[src/rtl/store_buffer.sv]
// Circular store buffer between the core memory stage and data memory.
// Drains the oldest entry through a req/ack handshake and forwards the youngest matching store to loads.
module store_buffer #(
  parameter int DEPTH = 4,
  parameter int AW    = 64,
  parameter int DW    = 64
) (
  input  logic                     clk,
  input  logic                     reset,
  input  logic                     EnableMemoryWrite,
  input  logic [AW-1:0]            AddressToWriteIntoMemory,
  input  logic [DW-1:0]            DataToWriteIntoMemory,
  output logic                     StoreStall,
  input  logic                     LoadValid,
  input  logic [AW-1:0]            LoadAddress,
  output logic                     ForwardHit,
  output logic [DW-1:0]            ForwardData,
  output logic                     MemWriteReq,
  output logic [AW-1:0]            MemWriteAddr,
  output logic [DW-1:0]            MemWriteData,
  input  logic                     MemWriteAck,
  output logic [$clog2(DEPTH):0]   Count,
  output logic                     Empty
);

  localparam int PW = $clog2(DEPTH);

  // state | meaning
  // IDLE  | nothing being offered to memory
  // REQ   | head entry presented on MemWrite*, waiting for ack
  typedef enum logic {IDLE, REQ} state_t;

  state_t        state_q, state_d;
  logic [PW-1:0] head_q, head_d, tail_q, tail_d;
  logic [PW:0]   count_q, count_d;
  logic [AW-1:0] addr_q [DEPTH];
  logic [DW-1:0] data_q [DEPTH];
  logic          push, pop;
  logic [PW-1:0] fwd_idx;

  assign StoreStall = (count_q == (PW+1)'(DEPTH));
  assign push       = EnableMemoryWrite & ~StoreStall;
  assign pop        = (state_q == REQ) & MemWriteAck;

  always_comb begin
    head_d  = head_q;
    tail_d  = tail_q;
    count_d = count_q;
    if (push) tail_d = tail_q + PW'(1);
    if (pop)  head_d = head_q + PW'(1);
    case ({push, pop})
      2'b10:   count_d = count_q + (PW+1)'(1);
      2'b01:   count_d = count_q - (PW+1)'(1);
      default: count_d = count_q;
    endcase
  end

  // The IDLE->REQ decision looks at the current occupancy, so a store into an
  // empty buffer reaches memory one cycle after it is enqueued.
  always_comb begin
    state_d = state_q;
    case (state_q)
      IDLE:    if (count_q != '0) state_d = REQ;
      REQ:     if (pop && count_d == '0) state_d = IDLE;
      default: state_d = IDLE;
    endcase
  end

  always_ff @(posedge clk or negedge reset) begin
    if (!reset) begin
      state_q <= IDLE;
      head_q  <= '0;
      tail_q  <= '0;
      count_q <= '0;
    end else begin
      state_q <= state_d;
      head_q  <= head_d;
      tail_q  <= tail_d;
      count_q <= count_d;
    end
  end

  always_ff @(posedge clk) begin
    if (push) begin
      addr_q[tail_q] <= AddressToWriteIntoMemory;
      data_q[tail_q] <= DataToWriteIntoMemory;
    end
  end

  // Scan oldest to youngest so the last match seen is the youngest store.
  always_comb begin
    ForwardHit  = 1'b0;
    ForwardData = '0;
    fwd_idx     = '0;
    for (int k = 0; k < DEPTH; k++) begin
      fwd_idx = head_q + PW'(k);
      if (LoadValid && ((PW+1)'(k) < count_q) && (addr_q[fwd_idx] == LoadAddress)) begin
        ForwardHit  = 1'b1;
        ForwardData = data_q[fwd_idx];
      end
    end
  end

  assign MemWriteReq  = (state_q == REQ);
  assign MemWriteAddr = MemWriteReq ? addr_q[head_q] : '0;
  assign MemWriteData = MemWriteReq ? data_q[head_q] : '0;
  assign Count        = count_q;
  assign Empty        = (count_q == '0);

endmodule

[config.mk]
export PLATFORM = sky130hd
export DESIGN_NAME = store_buffer
export DESIGN_NICKNAME = d
export VERILOG_FILES = /design/src/rtl/store_buffer.sv
export SDC_FILE = /design/constraint.sdc
export NUM_CORES = 1
export LEC_CHECK = 0
export CORE_MARGIN = 2
export CORE_UTILIZATION = 45
export DETAILED_ROUTE_END_ITERATION = 8
export PLACE_DENSITY = 0.69
export SYNTH_ARGS = -nofsm -noshare
export SYNTH_HDL_FRONTEND = slang
export SYNTH_SLANG_ARGS = --single-unit
[constraint.sdc]
create_clock -name clk -period 4.48 [get_ports clk]
set_input_delay 0.896 -clock clk [delete_from_list [all_inputs] [get_ports clk]]
set_output_delay 0.896 -clock clk [all_outputs]
set_load 0.005 [all_outputs]
==> metrics.yaml, run 1 <==
outcome:
  run_status: "finished with violations"
  violations: "negative setup slack"
sta:
  finalSetupViolations: 65
  fin_crit_sh_pct: 132.0
  setup_ws_ns: -1.433
  worst_pin_slew_ns: 0.9459
  finClkSkew_ns: 0.04635
  final.min_clock_period_ns: 5.913
  max_freq_mhz: 169.1
  rsz0062_at_grt: "yes"
  hold-worst-slack_ns: 0.5172
  slew_viol_final: 0
  hold_viol: 0
  slew_headroom_pct: 36.49
  setup_tns_ns: -84.80
detailed_routing:
  wirelength_mm: 156.7
  vias_per_cell: 6.395
  ant_nets: 0
  num_vias: 33720
  drc: 0
  dr.first_iter.drc_count: 4660
  route.detailed.wl_per_inst_um: 29.72
  dr.pass1.iters: 6
finish:
  ff_latch_area_mm2: 0.01558
  multiInputGateArea_mm2: 0.01879
  nNetsFinal: 4401
  stdcell_count: 5272
  utilization_pct: 66.72
  area_growth_pct: 46.94
  fillCellCount: 5570
  final_area_mm2: 0.05067
  drive_gt1_share_pct: 36.80
pwr:
  p_total_mw: 34.49
  power_density_mw_per_mm2: 680.7
  ir_worst_vdd_v: 0.0005286
  cellLeakagePower_nw: 19.93
floorplanning:
  core_area_mm2: 0.07595
  start_util_pct: 45.40
  pin_count: 396
  dieArea_mm2: 0.07886
  row_count: 101
  die_x_um: 280.8
  die-height_um: 280.8
yosys:
  synth.mux.area_fraction_pct: 22.22
  synth_area_leaders: "edfxtp_1, mux2i_1, mux4_2, xnor2_1, mux2_2"
  synth_top_area_cell: "edfxtp_1"
  ys_seq_area_share_pct: 45.17
  synth_most_common_cell: "edfxtp_1"
  syn_inst: 3059
  ys_types: 82
  yosys.area.top_type_share_pct: 44.58
  synth_seq_cells: 520
  async_flop_share_pct: 1.538
  synth_top_family_by_area: "multiplexers"
  synth_compound_area_share_pct: 14.12
  synth-edff-count: 512
  yosysWarnings: 0
  synth_xor_xnor_area_share_pct: 4.419
  yosys.area_share.simple_pct: 8.762
  synthAdderAreaFrac_pct: 0.3265
  syn-cell-area_mm2: 0.03448
  postSynthAreaPerCell_um2: 11.27
  dominantRegCellSynth: "edfxtp_1"
  synthesis.nets: 3265
  synth_top_cells_by_count: "edfxtp_1, mux2i_1, nand2_1"
cts:
  cts_buffers: 56
  cts_tree: "done"
  cts.sinks: 520
  htreeDepth: 2
  clockRootBuffer: "clkbuf_16"
  clkTransAtPathRegs_ns: 0.06
  clk_latency_ns: 0.66
  clk_path_buf_depth: 3
critical_path:
  arrival_ns: 5.02
  r2r_cells: 7
  critPathCaptureType: "output pin"
  crit_type: "reg2out"
  cp-startpoint: "head_q[1]"
  r2r-end: "addr_q[3][11]"
  cp-start-kind: "flip-flop"
  rr_startpoint: "Count[1]"
  ff2ff_setup_slack_ns: 1.60
  cp.required_ns: 3.58
  cp_max_fo: 7
global_route:
  met1_usage_pct: 53.56
  grt_use_met3_pct: 7.324
  grt_max_degree: 112
  grt_pass1_vias: 31510
  grt_first_pass_wirelength_mm: 217.3
  antenna_found_initial: 15
  globalRouteMet2Util_pct: 56.87
  grt_most_used_layer: "met2"
  track_usage_pct: 37.94
  overflow: 0
placement:
  routabilityCongestion: 1.076
  post_dp_cell_area_mm2: 0.04491
  placed_cells: 4996
  dpl.hpwl_mm: 109.7
  dpl_worst_slack_ns: -1.819
  portBuffers: 395
hold_path:
  hp-class: "in2async"
job:
  maxCapViolCount: 0
==> state kept, by name (all words and copies together), names as in the netlist <==
signal / flops
Count: 3
MemWriteReq: 1
addr_q: 256
data_q: 256
head_q: 2
tail_q: 2
==> area by class of cell <==
type,count,area share (%)
multi-input cells,2168,37.08
flip-flops and latches,520,30.75
clock inverters,16,0.3432
inverters,97,0.7482
well taps,1030,2.543
repair buffers,1352,25.48
clock buffers,81,3.010
diodes,8,0.03951
==> placed cells by master, fill, tap and decap left out, drive strengths merged, types with 10 or more instances in the layout <==
cell,synthesis,routed
edfxtp,512,512
nor3,25,25
a211oi,147,147
o2bb2ai,12,12
mux2i,423,423
xnor2,139,139
a221oi,12,12
clkinv,1,11
nand3,14,14
o221ai,73,73
mux4,96,96
clkbuf,137,89
inv,96,98
nand4,38,38
nor4,20,20
nor2,192,192
xor2,35,35
mux2,111,111
and3,31,31
nand2b,12,12
a31oi,69,69
a21oi,25,25
nor2b,12,12
clkdlybuf4s50,0,330
o211ai,16,16
a2bb2oi,10,10
nand2,239,239
o21ai,162,162
a2111oi,14,14
buf,137,1007
and2,35,35
o22ai,89,89
==> what timing repair did <==
item                       in CTS  in global routing
resized for setup             621                149
gates cloned                   29                  7
setup endpoints to repair     116                 89
pin swaps                     141                101
buffers inserted               96                 62
hold buffers                    0                  0
==> how the worst max path moves through the flow <==
stage          slack (ns)               to  cells after the start
3_3_place_gp        -1.83  ForwardData[33]                     18
4_1_cts             -1.34  ForwardData[49]                     20
2_1_floorplan        0.04  ForwardData[33]                     13
5_1_grt             -1.54  ForwardData[49]                     24
6_report            -1.43  ForwardData[45]                     21
3_5_place_dp        -1.82  ForwardData[52]                     18
==> per-layer routing <==
layer,vias to the layer above,part of all wire (%)
met5,-,0.056
met4,12,5.5
met3,513,11
met2,2359,43
met1,16640,40
li1,14200,-
==> report_power, final <==
part | internal (mW) | switching, mW
combinational | 10.9 | 12.3
sequential | 6.45 | 0.467
clock | 2.42 | 1.98
==> worst max-delay path, cell delays in order (launching register included) <==
cell      delay (ns)
dfrtp_4         0.50
buf_12          0.17
buf_16          0.16
buf_6           0.14
mux2i_1         0.21
xor2_1          0.22
buf_4           0.17
o211ai_1        0.17
buf_4           0.20
o41ai_1         0.33
buf_4           0.21
nand4_1         0.17
or3b_4          0.51
buf_6           0.15
buf_6           0.12
buf_12          0.15
buf_12          0.14
buf_4           0.13
o221ai_2        0.14
o21ai_1         0.08
o21ai_1         0.12
buf_2           0.14
==> cell families (layout without fill, tap and decap cells) <==
group | after synthesis | after routing
and+or+nand+nor | 652 | 652
adders and majority gates | 9 | 9
AOI/OAI and AO/OA | 703 | 703
DFF | 520 | 520
buffers and inverters | 371 | 1546
xor gates and xnor gates | 174 | 174
muxes | 630 | 630
other | 0 | 8
(Power assumes the default switching activity.)
==> run 2, diff against run 1 <==
- ABC_AREA: default -> 0
- MAX_ROUTING_LAYER: default -> met4
==> run 2 against run 1 <==
  * The flow still finishes with violations (negative setup slack)
  * Power shrank 2.1%
  * Utilization shrank 1.9 points
  * Highest routed layer is now met4
  * First-iteration DRC count decreased by 5.2%
  * Count of clock-buffer cells in the layout down 11
  * Setup slack got worse by 0.074 ns
  * Global-route usage grew 0.19 points
==> metrics.yaml, run 2 (synthesized netlist as in run 1, its figures left out) <==
global_route:
  overflow: 0  # unchanged
  grt_max_degree: 98  # -13%
  antenna_found_initial: 17  # +2
  grt_first_pass_wirelength_mm: 212.6  # -2.2%
  track_usage_pct: 38.13  # +0.19 points
  grt_pass1_vias: 31120  # -1.2%
floorplanning:
  row_count: 101  # unchanged
  core_area_mm2: 0.07595  # unchanged
  start_util_pct: 45.40  # unchanged
  dieArea_mm2: 0.07886  # unchanged
  pin_count: 396  # unchanged
  die_x_um: 280.8  # unchanged
  die-height_um: 280.8  # unchanged
detailed_routing:
  wirelength_mm: 152.9  # -2.4%
  vias_per_cell: 6.296  # -1.6%
  dr.first_iter.drc_count: 4417  # -5.2%
  drc: 0  # unchanged
  dr.pass1.iters: 6  # unchanged
  ant_nets: 0  # unchanged
  num_vias: 32800  # -2.7%
  route.detailed.wl_per_inst_um: 29.35  # -1.2%
outcome:
  run_status: "finished with violations"
  violations: "negative setup slack"
pwr:
  ir_worst_vdd_v: 0.0007772  # +47%
  power_density_mw_per_mm2: 685.5  # +0.71%
  cellLeakagePower_nw: 19.30  # -3.2%
critical_path:
  cp.required_ns: 3.58  # about the same
  ff2ff_setup_slack_ns: 1.56  # -0.04 ns
  cp_max_fo: 8  # +1
  crit_family: "buffers and inverters"
  cp-start-kind: "flip-flop"
  cp_slowest_cell: "or4b_4"
  crit_chain: "buf_12 > buf_8 > buf_12 > mux2_4 > a222oi_1 > buf_4 > o211a_1 > o2111ai_2 > or4b_4 > nor4_4 > buf_6 > buf_12 > buf_8 > buf_12 > buf_8 > nor2_4 > a211oi_2 > a31oi_1 > o21ai_1 > buf_2"
  crit_top_cell: "buf_12"
  critPathCaptureType: "output pin"
  crit_buf_inv: 10  # -2
  critPathMaxStageDelay_ns: 0.58  # +0.07 ns
  crit_type: "reg2out"
  arrival_ns: 5.09  # +0.07 ns
cts:
  postCtsHoldBufs: 0  # unchanged
  cts_buffers: 56  # unchanged
  htreeDepth: 2  # unchanged
  cts.sinks: 520  # unchanged
  clk_latency_ns: 0.64  # -0.02 ns
  clk_path_buf_depth: 3  # unchanged
  clkTransAtPathRegs_ns: 0.06  # about the same
  cts_tree: "done"
  clockRootBuffer: "clkbuf_16"
sta:
  final.min_clock_period_ns: 5.986  # +0.07381 ns
  setup_tns_ns: -93.06  # -8.259 ns
  worst_pin_slew_ns: 1.150  # +0.2043 ns
  fin_crit_sh_pct: 133.6  # +1.6 points
  max_freq_mhz: 167.0  # -1.2%
  slew_viol_final: 0  # unchanged
  finClkSkew_ns: 0.01695  # -0.02941 ns
  finalSetupViolations: 77  # +18%
  setup_ws_ns: -1.506  # -0.07381 ns
  slew_headroom_pct: 23.32  # -13 points
  rsz0062_at_grt: "yes"
  hold_viol: 0  # unchanged
placement:
  dpl_worst_slack_ns: -1.524  # +0.2948 ns
  placed_cells: 4974  # -0.44%
  dpl.hpwl_mm: 110.1  # +0.34%
  portBuffers: 395  # unchanged
  routabilityCongestion: 1.104  # +2.6%
finish:
  stdcell_count: 5209  # -1.2%
  ff_latch_area_mm2: 0.01558  # unchanged
  fillCellCount: 5902  # +6.0%
  area_growth_pct: 42.86
  nNetsFinal: 4324  # -1.7%
  multiInputGateArea_mm2: 0.01818  # -3.2%
  final_common_cell: "buf_4"
  final_cell_mix: "buf_4, edfxtp_1, mux2i_1"
  drive_gt1_share_pct: 33.94  # -2.9 points
hold_path:
  hp-class: "in2async"
job:
  maxCapViolCount: 0  # unchanged
-- run 2: final timing paths --
kind / start / endpoint / depth (start not counted)
worst max-delay path: head_q[1] / ForwardData[21] / 20
max in group asynchronous: reset / head_q[1] / 1
min in group clk: Count[2] / Count[2] / 2
worst max register to register: Count[0] / data_q[0][48] / 7
worst min-delay path: reset / Count[0] / 1
worst min register to register: Count[2] / Count[2] / 2
-- run 2: power breakdown --
group          internal (mW)  switching [mW]
Combinational           10.4            11.9
Sequential              6.45           0.463
Clock                   2.60            1.99
-- run 2: area by class of cell --
cell class / instances / share of cell area [%]
clock buffers: 70 / 2.951
diodes: 16 / 0.08127
well taps: 1030 / 2.616
flip-flops and latches: 520 / 31.63
multi-input cells: 2168 / 36.91
clock inverters: 33 / 0.6807
repair buffers: 1275 / 24.36
inverters: 97 / 0.7696
-- run 2: repair_timing --
action | CTS | global route
setup endpoints to repair | 115 | 116
cloned | 19 | 12
resized for setup | 490 | 94
pin swaps | 156 | 84
buffers inserted | 70 | 25
-- run 2: worst reg2reg max path: stages (launching register included) --
cell	delay (ns)
dfrtp_1	0.36
buf_4	0.15
inv_1	0.06
ha_1	0.21
and2_1	0.17
nor2b_1	0.52
and2_4	0.77
buf_4	0.36
-- run 2: through the flow --
stage | util [%] | power, mW | hold slack (ns) | area [µm²]
after global routing | 64.86 | 34.93 | 0.5752 | 49260
after global placement | 59.10 | 27.31 | 0.6048 | 44880
after CTS | 63.90 | 32.83 | 0.5433 | 48530
final | 64.86 | 33.77 | 0.5488 | 49260
after floorplan | - | 17.43 | 0.5796 | 34490
after detailed placement | 59.10 | 27.48 | 0.6218 | 44880
-- run 2: per-layer routing --
metal | vias up | global-route usage (%) | routed length (µm)
met5 | - | - | 0
met4 | 0 | 14.55 | 7103
met3 | 366 | 5.695 | 14940
met2 | 1990 | 56.62 | 67600
met1 | 16400 | 52.86 | 63260
li1 | 14040 | - | -
